==> src/rtl/md_pkg.sv <==
// Shared definitions for the iterative RV32M multiply/divide unit:
// func3 opcodes and the FSM state encoding.
package md_pkg;

  localparam logic [2:0] F3_MUL    = 3'b000;
  localparam logic [2:0] F3_MULH   = 3'b001;
  localparam logic [2:0] F3_MULHSU = 3'b010;
  localparam logic [2:0] F3_MULHU  = 3'b011;
  localparam logic [2:0] F3_DIV    = 3'b100;
  localparam logic [2:0] F3_DIVU   = 3'b101;
  localparam logic [2:0] F3_REM    = 3'b110;
  localparam logic [2:0] F3_REMU   = 3'b111;

  typedef enum logic [1:0] {
    IDLE = 2'b00,
    CALC = 2'b01,
    FIX  = 2'b10,
    DONE = 2'b11
  } md_state_e;

endpackage

==> src/rtl/muldiv_unit.sv <==
// Iterative RV32M multiply/divide unit: one shift-add or restoring
// shift-subtract step per cycle on a shared 2*XLEN+1 bit accumulator.
module muldiv_unit
  import md_pkg::*;
#(
  parameter int XLEN = 32
) (
  input  logic            clk,
  input  logic            rst,
  input  logic            in_valid,
  output logic            in_ready,
  input  logic [2:0]      func3,
  input  logic [XLEN-1:0] op_a,
  input  logic [XLEN-1:0] op_b,
  input  logic            flush,
  output logic            out_valid,
  input  logic            out_ready,
  output logic [XLEN-1:0] result
);

  localparam int CW = $clog2(XLEN);
  localparam int AW = 2 * XLEN + 1;

  md_state_e         state_r, state_next_s;
  logic [CW-1:0]     cnt_r;
  logic [2:0]        func3_r;
  logic [XLEN-1:0]   divisor_r;
  logic [AW-1:0]     acc_r;
  logic              neg_r;
  logic [XLEN-1:0]   result_r;
  logic              out_valid_r;
  logic              in_ready_r;

  logic              accept_s;
  logic              a_neg_s, b_neg_s, neg_in_s;
  logic [XLEN-1:0]   abs_a_s, abs_b_s;
  logic              div_zero_s, ovf_s, special_s;
  logic [XLEN-1:0]   special_val_s;
  logic              is_div_s;
  logic [XLEN:0]     opnd_s, addend_s, sum_s;
  logic              cin_s;
  logic [AW-1:0]     acc_iter_s;
  logic [2*XLEN-1:0] prod_fix_s;
  logic [XLEN-1:0]   div_sel_s, div_fix_s, fix_val_s;

  assign in_ready  = in_ready_r;
  assign out_valid = out_valid_r;
  assign result    = result_r;

  // Request decode: operand magnitudes, result sign and special cases.
  always_comb begin
    accept_s   = in_valid && (state_r == IDLE) && !flush;
    a_neg_s    = op_a[XLEN-1] && ((func3 == F3_MULH) || (func3 == F3_MULHSU) ||
                                  (func3 == F3_DIV)  || (func3 == F3_REM));
    b_neg_s    = op_b[XLEN-1] && ((func3 == F3_MULH) || (func3 == F3_DIV) ||
                                  (func3 == F3_REM));
    abs_a_s    = a_neg_s ? -op_a : op_a;
    abs_b_s    = b_neg_s ? -op_b : op_b;
    // Remainder follows the dividend; everything else is sign(a) ^ sign(b).
    neg_in_s   = (func3 == F3_REM) ? a_neg_s : (a_neg_s ^ b_neg_s);
    div_zero_s = func3[2] && (op_b == {XLEN{1'b0}});
    ovf_s      = ((func3 == F3_DIV) || (func3 == F3_REM)) &&
                 (op_a == {1'b1, {(XLEN-1){1'b0}}}) && (op_b == {XLEN{1'b1}});
    special_s  = div_zero_s || ovf_s;
    case (func3)
      F3_DIV, F3_DIVU: special_val_s = div_zero_s ? {XLEN{1'b1}} : op_a;
      F3_REM, F3_REMU: special_val_s = div_zero_s ? op_a : {XLEN{1'b0}};
      default:         special_val_s = {XLEN{1'b0}};
    endcase
  end

  // Shared iteration datapath: one adder serves both add and trial-subtract.
  always_comb begin
    is_div_s = func3_r[2];
    if (is_div_s) begin
      opnd_s   = {acc_r[2*XLEN-1:XLEN], acc_r[XLEN-1]};
      addend_s = ~{1'b0, divisor_r};
      cin_s    = 1'b1;
    end else begin
      opnd_s   = acc_r[AW-1:XLEN];
      addend_s = acc_r[0] ? {1'b0, divisor_r} : {(XLEN+1){1'b0}};
      cin_s    = 1'b0;
    end
    sum_s = opnd_s + addend_s + {{XLEN{1'b0}}, cin_s};
    if (!is_div_s) begin
      acc_iter_s = {1'b0, sum_s, acc_r[XLEN-1:1]};
    end else if (!sum_s[XLEN]) begin
      acc_iter_s = {sum_s, acc_r[XLEN-2:0], 1'b1};
    end else begin
      acc_iter_s = {acc_r[2*XLEN-1:0], 1'b0};
    end
  end

  // Final sign correction and result selection.
  always_comb begin
    prod_fix_s = neg_r ? -acc_r[2*XLEN-1:0] : acc_r[2*XLEN-1:0];
    div_sel_s  = func3_r[1] ? acc_r[2*XLEN-1:XLEN] : acc_r[XLEN-1:0];
    div_fix_s  = neg_r ? -div_sel_s : div_sel_s;
    case (func3_r)
      F3_MUL:                        fix_val_s = prod_fix_s[XLEN-1:0];
      F3_MULH, F3_MULHSU, F3_MULHU:  fix_val_s = prod_fix_s[2*XLEN-1:XLEN];
      default:                       fix_val_s = div_fix_s;
    endcase
  end

  // Next-state logic; flush overrides every transition.
  always_comb begin
    state_next_s = state_r;
    if (flush) begin
      state_next_s = IDLE;
    end else begin
      case (state_r)
        IDLE:    state_next_s = in_valid ? (special_s ? DONE : CALC) : IDLE;
        CALC:    state_next_s = (cnt_r == CW'(XLEN - 1)) ? FIX : CALC;
        FIX:     state_next_s = DONE;
        DONE:    state_next_s = out_ready ? IDLE : DONE;
        default: state_next_s = IDLE;
      endcase
    end
  end

  // State register.
  always_ff @(posedge clk) begin
    if (rst) begin
      state_r <= IDLE;
    end else begin
      state_r <= state_next_s;
    end
  end

  // Operand latch, iteration counter, accumulator and registered outputs.
  always_ff @(posedge clk) begin
    if (rst) begin
      cnt_r       <= {CW{1'b0}};
      func3_r     <= 3'b000;
      divisor_r   <= {XLEN{1'b0}};
      acc_r       <= {AW{1'b0}};
      neg_r       <= 1'b0;
      result_r    <= {XLEN{1'b0}};
      out_valid_r <= 1'b0;
      in_ready_r  <= 1'b1;
    end else begin
      out_valid_r <= (state_next_s == DONE);
      in_ready_r  <= (state_next_s == IDLE);
      case (state_r)
        IDLE: begin
          if (accept_s) begin
            func3_r   <= func3;
            divisor_r <= abs_b_s;
            neg_r     <= neg_in_s;
            cnt_r     <= {CW{1'b0}};
            acc_r     <= {{(XLEN+1){1'b0}}, abs_a_s};
            if (special_s) begin
              result_r <= special_val_s;
            end
          end
        end
        CALC: begin
          acc_r <= acc_iter_s;
          cnt_r <= cnt_r + {{(CW-1){1'b0}}, 1'b1};
        end
        FIX: begin
          if (!flush) begin
            result_r <= fix_val_s;
          end
          cnt_r <= {CW{1'b0}};
        end
        default: begin
          cnt_r <= cnt_r;
        end
      endcase
    end
  end

endmodule

==> config.mk <==
export PLATFORM = sky130hd
export DESIGN_NAME = muldiv_unit
export DESIGN_NICKNAME = d
export VERILOG_FILES = /design/src/rtl/md_pkg.sv /design/src/rtl/muldiv_unit.sv
export SDC_FILE = /design/constraint.sdc
export NUM_CORES = 1
export LEC_CHECK = 0
export ABC_AREA = 1
export CAP_MARGIN = 10
export CORE_MARGIN = 4
export CORE_UTILIZATION = 52
export DETAILED_ROUTE_END_ITERATION = 16
export PLACE_DENSITY = 0.77
export SLEW_MARGIN = 5
export SYNTH_ARGS = -nofsm -noshare
export SYNTH_HDL_FRONTEND = slang
export SYNTH_SLANG_ARGS = --single-unit
==> constraint.sdc <==
create_clock -name clk -period 4.9 [get_ports clk]
set_input_delay 0.98 -clock clk [delete_from_list [all_inputs] [get_ports clk]]
set_output_delay 0.98 -clock clk [all_outputs]
set_load 0.01 [all_outputs]
==> flow_summary.toml <==
[timing]
hold_viol = 0
min_period_ns = 4.17
fmax_mhz = 240
fin_crit_sh_pct = 85.0
max_slew_margin_pct = 27.7
finalMaxSlewViolations = 0
holdWs_ns = 0.482
setup_tns_ns = 0
setup_violations = 0
worst_slew_pin_slew_ns = 1.08
skew_ns = 0.0230
rsz0062_at_grt = "no"

[yosys]
avgSynthCellArea_um2 = 5.34
syn-cell-area_um2 = 16900
synth-seq-area-share_pct = 16.8
yosys_warnings = 0
synthCells = 3165
yosysTopAreaCell = "nand2_1"
yosys_most_used_dff = "dfxtp_1"
synth_top_area_share_pct = 20.9
synth_area_leaders = "nand2_1 21%, dfxtp_1 17%, o21ai_0 9.2%, nor2_1 8.3%, nand3_1 8.3%"
synth-edff-count = 0
synth_fp_nets = 3278
synth_seq_cells = 142
netlist-cell-type-count = 54
synth_common_cells = "939 x nand2_1, 375 x nor2_1, 370 x inv_1"
ys_async_sr_fraction_pct = 0
synth.most_common_cell = "nand2_1"

[power_and_ir_drop]
ir_worst_vdd_mv = 0.283
power_density_nw_per_um2 = 243
p_leak_nw = 8.87

[clock_network]
tritoncts = "done"
cts_buffers = 17
path_clk_slew_ns = 0.07
htree_levels = 4
cts.sinks = 142
cts_max_path_buffers = 2
root_buffer = "clkbuf_16"
clk-insertion-delay-late_ns = 0.48
cts_setup_buffers = 0
hold_buffers = 0
cts_repair_resize_count = 0

[route]
drt-initial-drc-count = 3027
wire_per_inst_um = 19.4
vias_per_cell = 5.93
drc_errors = 0
vias = 21395
drtPass1Iterations = 13
wl_mm = 69.9
ant_nets = 0

[final_layout]
final_area_um2 = 18500
antenna_cells = 0
syn2layout_area_growth_pct = 9.64
drive_above_1_share_pct = 5.64
stdcell_count = 3610
final_nets = 3275
utilization_pct = 58.3
num-fill-cells = 3292

[floorplan]
dieArea_um2 = 35400
core_area_um2 = 31800
die_w_um = 188
rows = 65
ios = 106
die_h_um = 188
start_util_pct = 53.1

[setup_path]
end_kind = "flip-flop"
startpoint = "func3_r[2]"
cp_slowest_stage_delay_ns = 0.76
r2r_slack_ns = 0.73
crit_slowest_cell = "buf_4"
reg2reg_to = "acc_r[32]"
critPathKind = "flip-flop to flip-flop"
cp.required_ns = 5.22
worstReg2RegStart = "func3_r[2]"
crit_fanout = 116
r2r_cells = 17
setup.worst_path.start_class = "flip-flop"
crit_chain = "buf_4 > o21ai_0 > fa_1 > nand2_1 > nand3_1 > nand3_1 > nand2_1 > nand2_1 > nand2_2 > nand2_2 > nand3_1 > nand2_2 > nand2_1 > nand2_1 > nand2_1 > nand2_1 > a21oi_1"
crit_path_frequent_cell = "nand2_1"
crit_arrival_ns = 4.48

[hold_path]
min_path_type = "flip-flop to flip-flop"
worstHoldStart = "acc_r[64]"
holdPathStages = 2
min_to = "acc_r[64]"

[place]
hpwl_mm = 54.6
port-buffer-count = 105
gp_congestion = 1.06
place_area_um2 = 17900
placedCellCount = 3578

[job]
maxCapViolations = 0

[global_route]
grtUsageTotal_pct = 37.8
antenna_found_initial = 0
grt_max_degree = 117
grt_pass1_wl_mm = 107
first_global_vias = 18957
gr-total-overflow = 0

[outcome]
outcome = "complete, no violations"
layout make-up:
class	instances	area, um2	share of cell area (%)
Multi-Input combinational cell	2482	11800	63.8
Sequential cell	142	2850	15.4
Inverter	379	1420	7.68
Timing Repair Buffer	140	1310	7.07
Tap cell	435	544	2.94
Clock buffer	17	425	2.30
Clock inverter	15	153	0.824
stage by stage:
step           setup slack, ns  power, mW
4_1_cts                  0.832       4.41
6_report                 0.734       4.50
3_5_place_dp             0.872       3.08
2_1_floorplan             1.45       2.50
3_3_place_gp             0.957       3.06
5_1_grt                  0.406       4.72
cells by family after synthesis:
kind of cell | share of synthesized area (%)
XOR/XNOR | 1.92
flip-flops | 16.8
adder cells (fa/ha/maj) | 3.13
AND/OR/NAND/NOR | 44.1
buffers and inverters | 13.3
AO/OA/AOI/OAI | 20.7
registers in the layout, indices dropped and copies added (netlist names):
signal     count
func3_r        3
acc_r         65
divisor_r     32
out_valid      1
cnt_r          5
in_ready       1
neg_r          1
result        32
state_r        2
worst max path at each step:
| stage | to | slack [ns] | cells past startpoint |
|---|---|---|---|
| CTS | acc_r[32] | 0.83 | 17 |
| finish | acc_r[32] | 0.73 | 17 |
| global route | acc_r[32] | 0.41 | 17 |
| floorplan | acc_r[53] | 1.45 | 22 |
| global placement | acc_r[32] | 0.96 | 17 |
| detailed placement | acc_r[32] | 0.87 | 17 |
critical path: cells and delay by family (launching register included):
kind	cells	cell delay, ns
compound gates	2	0.52
buf+inv	1	0.76
simple gates	13	1.69
flops	1	0.35
fa+ha+maj	1	0.59
cells in the final DEF, fill, tap and decap left out, types with 30 or more instances in the layout:
cell             instances
inv_1                  369
o21ai_0                311
nand2_2                 30
nor2_1                 373
xor2_1                  31
nand4_1                 44
nor3_1                  32
buf_4                   35
dfxtp_1                139
clkdlybuf4s50_1        104
ha_1                    39
a21oi_1                230
nand3_1                279
nand2_1                939
layer usage:
layer / vias up / global-route usage (%) / part of all wire, %
met1: 9586 / 54.6 / 43
met3: 178 / 7.52 / 12
met5: - / 0 / 0
li1: 10220 / - / -
met4: 0 / 13.3 / 3.5
met2: 1411 / 55.8 / 41
report_power, final:
part           switching [mW]  internal [mW]
clock network           0.637          0.715
registers               0.121           1.22
logic                    1.27          0.534
total                    2.03           2.47
No activity file was read; power rests on OpenSTA's default activity.
